## config.mk

```make
export PLATFORM = sky130hd
export DESIGN_NAME = adder_operand_feeder
export DESIGN_NICKNAME = d
export VERILOG_FILES = /design/src/rtl/adder_operand_feeder.sv
export SDC_FILE = /design/constraint.sdc
export NUM_CORES = 1
export LEC_CHECK = 0
export BUFFER_PORTS_ARGS = -buffer_cell sky130_fd_sc_hd__buf_2
export CAP_MARGIN = 20
export CORE_UTILIZATION = 40
export CTS_CLUSTER_DIAMETER = 80
export DETAILED_ROUTE_END_ITERATION = 8
export PLACE_DENSITY_LB_ADDON = 0.25
export SYNTH_ARGS = -nofsm -noshare
export SYNTH_HDL_FRONTEND = slang
export SYNTH_SLANG_ARGS = --single-unit
```

## constraint.sdc

```tcl
create_clock -name clk -period 3.8 [get_ports clk]
set_clock_uncertainty 0.15 [all_clocks]
set_input_delay 0.76 -clock clk [delete_from_list [all_inputs] [get_ports clk]]
set_output_delay 0.76 -clock clk [all_outputs]
set_load 0.01 [all_outputs]
```

## src/rtl/adder_operand_feeder.sv

```systemverilog
// Operand FIFO and issue sequencer in front of the 32-bit handshake adder.
// Issues one pair at a time, returns tagged sums, and drops hung operations.
module adder_operand_feeder #(
    parameter int DEPTH   = 4,
    parameter int TIMEOUT = 15,
    parameter int STARTUP = 2
) (
    input  logic                     clk,
    input  logic                     resetn,
    input  logic                     s_valid,
    output logic                     s_ready,
    input  logic [31:0]              s_a,
    input  logic [31:0]              s_b,
    output logic [31:0]              add_in_a,
    output logic [31:0]              add_in_b,
    output logic                     add_i_valid,
    input  logic                     add_o_valid,
    input  logic [31:0]              add_sum,
    output logic                     r_valid,
    input  logic                     r_ready,
    output logic [31:0]              r_sum,
    output logic [7:0]               r_tag,
    output logic                     err_timeout,
    output logic [$clog2(DEPTH):0]   fifo_count
);

    localparam int AW = $clog2(DEPTH);
    localparam int CW = AW + 1;
    localparam int SW = $clog2(STARTUP + 1);
    localparam int TW = $clog2(TIMEOUT + 1);

    typedef enum logic [1:0] {
        S_START,
        S_IDLE,
        S_ISSUE,
        S_WAIT
    } state_t;

    state_t         state_q;
    logic [SW-1:0]  start_cnt_q;
    logic [TW-1:0]  wait_cnt_q;
    logic [7:0]     tag_q;
    logic [7:0]     itag_q;
    logic [31:0]    add_in_a_q;
    logic [31:0]    add_in_b_q;
    logic           add_i_valid_q;
    logic           r_valid_q;
    logic [31:0]    r_sum_q;
    logic [7:0]     r_tag_q;
    logic           err_q;

    logic [31:0]    mem_a_q [DEPTH];
    logic [31:0]    mem_b_q [DEPTH];
    logic [AW-1:0]  wr_ptr_q, wr_ptr_d;
    logic [AW-1:0]  rd_ptr_q, rd_ptr_d;
    logic [CW-1:0]  count_q, count_d;

    logic           push_w;
    logic           issue_go;

    assign s_ready  = (count_q < CW'(DEPTH)) && (state_q != S_START);
    assign push_w   = s_valid && s_ready;
    // Issue only when the result register is empty or draining this cycle.
    assign issue_go = (state_q == S_IDLE) && (count_q != '0) &&
                      (!r_valid_q || r_ready);

    always_comb begin
        wr_ptr_d = wr_ptr_q;
        rd_ptr_d = rd_ptr_q;
        count_d  = count_q;
        if (push_w) begin
            wr_ptr_d = wr_ptr_q + 1'b1;
        end
        if (issue_go) begin
            rd_ptr_d = rd_ptr_q + 1'b1;
        end
        if (push_w && !issue_go) begin
            count_d = count_q + 1'b1;
        end else if (!push_w && issue_go) begin
            count_d = count_q - 1'b1;
        end
    end

    always_ff @(posedge clk) begin
        if (push_w) begin
            mem_a_q[wr_ptr_q] <= s_a;
            mem_b_q[wr_ptr_q] <= s_b;
        end
    end

    always_ff @(posedge clk or negedge resetn) begin
        if (!resetn) begin
            wr_ptr_q <= '0;
            rd_ptr_q <= '0;
            count_q  <= '0;
        end else begin
            wr_ptr_q <= wr_ptr_d;
            rd_ptr_q <= rd_ptr_d;
            count_q  <= count_d;
        end
    end

    always_ff @(posedge clk or negedge resetn) begin
        if (!resetn) begin
            state_q       <= S_START;
            start_cnt_q   <= '0;
            wait_cnt_q    <= '0;
            tag_q         <= '0;
            itag_q        <= '0;
            add_in_a_q    <= '0;
            add_in_b_q    <= '0;
            add_i_valid_q <= 1'b0;
            r_valid_q     <= 1'b0;
            r_sum_q       <= '0;
            r_tag_q       <= '0;
            err_q         <= 1'b0;
        end else begin
            add_i_valid_q <= 1'b0;
            if (r_valid_q && r_ready) begin
                r_valid_q <= 1'b0;
            end
            case (state_q)
                S_START: begin
                    if (start_cnt_q == SW'(STARTUP - 1)) begin
                        state_q <= S_IDLE;
                    end else begin
                        start_cnt_q <= start_cnt_q + 1'b1;
                    end
                end
                S_IDLE: begin
                    if (issue_go) begin
                        state_q       <= S_ISSUE;
                        add_i_valid_q <= 1'b1;
                        add_in_a_q    <= mem_a_q[rd_ptr_q];
                        add_in_b_q    <= mem_b_q[rd_ptr_q];
                        itag_q        <= tag_q;
                        wait_cnt_q    <= '0;
                    end
                end
                S_ISSUE: begin
                    state_q <= S_WAIT;
                end
                S_WAIT: begin
                    if (add_o_valid) begin
                        r_sum_q   <= add_sum;
                        r_tag_q   <= itag_q;
                        r_valid_q <= 1'b1;
                        tag_q     <= tag_q + 1'b1;
                        state_q   <= S_IDLE;
                    end else if (wait_cnt_q == TW'(TIMEOUT - 1)) begin
                        // Abandoned operation still consumes its tag.
                        err_q   <= 1'b1;
                        tag_q   <= tag_q + 1'b1;
                        state_q <= S_IDLE;
                    end else begin
                        wait_cnt_q <= wait_cnt_q + 1'b1;
                    end
                end
                default: state_q <= S_START;
            endcase
        end
    end

    assign add_in_a    = add_in_a_q;
    assign add_in_b    = add_in_b_q;
    assign add_i_valid = add_i_valid_q;
    assign r_valid     = r_valid_q;
    assign r_sum       = r_sum_q;
    assign r_tag       = r_tag_q;
    assign err_timeout = err_q;
    assign fifo_count  = count_q;

endmodule

```

==> flow_summary.json <==
{
  "final_layout_size_suffix_gt1_frac": 0.368,
  "powerDensity_nw_per_um2": 814,
  "worstMarginPinSlew_ps": 1070,
  "viasPerCell": 4.85,
  "ys_ff_latch": 394,
  "hold_class": "input port to flip-flop",
  "rsz0062_at_grt": "false",
  "cp_max_fo": 20,
  "nNetsFinal": 1190,
  "synth_common_cells": "edfxtp_1, nand2_1, dfrtp_1, mux4_2, mux2_2",
  "dr.pass1.iters": 4,
  "h-tree-depth": 2,
  "nFillCells": 3027,
  "cp_data_required_time_ps": 4060,
  "finalCritPeriodShare": 0.715,
  "synth_edf_count": 256,
  "clock-sinks": 394,
  "rows": 69,
  "yosys_most_used_dff": "edfxtp_1",
  "die_area_um2": 37700,
  "synth.most_common_cell": "edfxtp_1",
  "drt_iter0_drc": 381,
  "slew_viol_final": 0,
  "max_cap_violations": 0,
  "synth.distinct_cells": 36,
  "fmax_ghz": 0.368,
  "place_congestion": 0.704,
  "finalSetupTns_ps": 0,
  "p_leak_nw": 7.25,
  "finalPower_mw": 14.5,
  "relSlewSlack": 0.290,
  "start_kind": "flip-flop",
  "cts-root-buf": "clkbuf_16",
  "clk_pin_slew_ps": 60,
  "async_reset_ff_frac": 0.350,
  "synthTopCellsByArea": "edfxtp_1, dfrtp_1, mux4_2",
  "cts_buffer_depth": 3,
  "synth_fp_nets": 956,
  "io_buffers": 211,
  "grt_pass1_wl_um": 47700,
  "cts-resized-gates": 0,
  "finalHoldViolations": 0,
  "grt_use_total": 0.166,
  "overflow": 0,
  "irDropWorstVdd_mv": 0.461,
  "tritoncts": "yes",
  "ys_seq_area_frac": 0.755,
  "clkLatencyLatePin_ps": 550,
  "synth_cells": 841,
  "crit_type": "flip-flop to flip-flop",
  "ys_warn_count": 0,
  "setup_viol": 0,
  "grt_max_degree": 111,
  "coreArea_um2": 35900,
  "wl_um": 30100,
  "synth_top_area_frac": 0.521,
  "cts_buffers": 43,
  "worstSetupEndpointType": "flip-flop",
  "drc": 0,
  "netlist_area_um2": 14800,
  "post_drt_wl_per_cell_um": 19.1,
  "vias": 7639,
  "grt_pass1_vias": 8154,
  "die_x_um": 194,
  "die_h_um": 194,
  "synth_top_cell_by_area": "edfxtp_1",
  "period_minus_slack_ps": 2720,
  "io_pins": 212,
  "crit_arrival_ps": 2980,
  "ant_nets": 0,
  "area_growth_pct": 20.9,
  "initial_utilization": 0.411,
  "syn_avg_cell_area_um2": 17.6,
  "antenna_found_initial": 9,
  "status": "finished clean",
  "dp_hpwl_um": 17500,
  "post_cts_buffers": 0
}
-- layer usage --
| layer | track usage | wire [µm] |
|---|---|---|
| met5 | 0 | 29 |
| met4 | 0.0526 | 610 |
| met3 | 0.0503 | 2150 |
| met2 | 0.270 | 14200 |
| met1 | 0.214 | 13100 |
-- final timing paths --
check,from,endpoint,slack [ps],cells after the start
setup / recovery,state_q[1],fifo_count[1],1080,8
setup reg to reg,state_q[1],fifo_count[1],1080,8
hold / removal,s_b[0],mem_b_q[1][0],270,1
max in group asynchronous,resetn,rd_ptr_q[1],1950,3
hold reg to reg,itag_q[7],itag_q[7],320,2
min in group asynchronous,resetn,r_sum[9],520,2
-- cells by family after synthesis --
group,share of synthesized area
flops,0.755
xor+xnor,0.00890
fa+ha+maj,0.0124
simple gates,0.0682
buf+inv,0.0165
compound gates,0.00746
mux,0.132
-- cells in the final DEF (no fill, tap or decap), types with 2 or more instances in the layout --
cell	instances
edfxtp_1	256
clkbuf_16	44
inv_6	2
buf_12	5
xnor2_1	11
bufinv_16	3
nor2b_1	4
mux2i_1	2
clkbuf_1	7
mux4_2	64
nand2b_1	3
mux2_2	41
nor3_1	2
and3_1	2
diode_2	6
dfrtp_4	2
ha_1	13
nand2_1	225
mux2_1	2
buf_4	7
clkinv_2	9
xor2_1	4
clkbuf_8	11
dfrtp_1	136
o21ai_0	3
and3_4	5
nand3_1	3
nand4_1	4
inv_1	9
nor2_1	3
buf_2	210
clkinv_1	2
-- sequential cells by signal, summed over array words and instances, names as in the netlist --
name         flops
rd_ptr_q         2
err_timeout      1
add_in_b        32
wr_ptr_q         2
mem_b_q        128
start_cnt_q      2
add_i_valid      1
r_tag            8
fifo_count       3
r_valid          1
mem_a_q        128
wait_cnt_q       4
tag_q            8
r_sum           32
state_q          2
itag_q           8
add_in_a        32
-- power breakdown --
part / internal, mW / switching (mW)
registers: 5.67 / 0.677
clock network: 2.54 / 1.65
logic: 1.84 / 2.15
-- cell type report --
cell class / instances / area [µm²] / share of cell area
timing repair buffer: 224 / 1220 / 0.0686
antenna: 6 / 15.0 / 0.000841
inverter: 10 / 38.8 / 0.00217
sequential: 394 / 11100 / 0.625
tap: 461 / 577 / 0.0323
clock buffer: 62 / 1280 / 0.0717
multi-input combinational: 402 / 3400 / 0.191
clock inverter: 16 / 163 / 0.00911
-- repair_timing --
item	in CTS	in global routing
hold buffers	1	0
endpoints found under the hold margin	28	0
endpoints found under the setup margin	0	0
-- worst max-delay path, stage by stage, from the launching register on --
cell	delay (ps)
dfrtp_1	390
inv_1	100
ha_1	220
and3_4	390
clkinv_2	300
ha_1	300
inv_1	70
fa_1	400
mux2_2	270
-- through the flow --
| stage | hold slack [ps] | util | setup WS, ps | std cells | instance area, µm² |
|---|---|---|---|---|---|
| 6_report | 266 | 0.497 | 1080 | 1575 | 17800 |
| 5_1_grt | 259 | 0.496 | 863 | 1569 | 17800 |
| 4_1_cts | 240 | 0.496 | 1050 | 1569 | 17800 |
| 3_5_place_dp | 310 | 0.456 | 784 | 1490 | 16400 |
| 3_3_place_gp | 305 | 0.456 | 783 | 1490 | 16400 |
| 2_1_floorplan | 291 | - | 678 | 841 | 14800 |
Note: power is estimated with default switching activity, not from simulation.
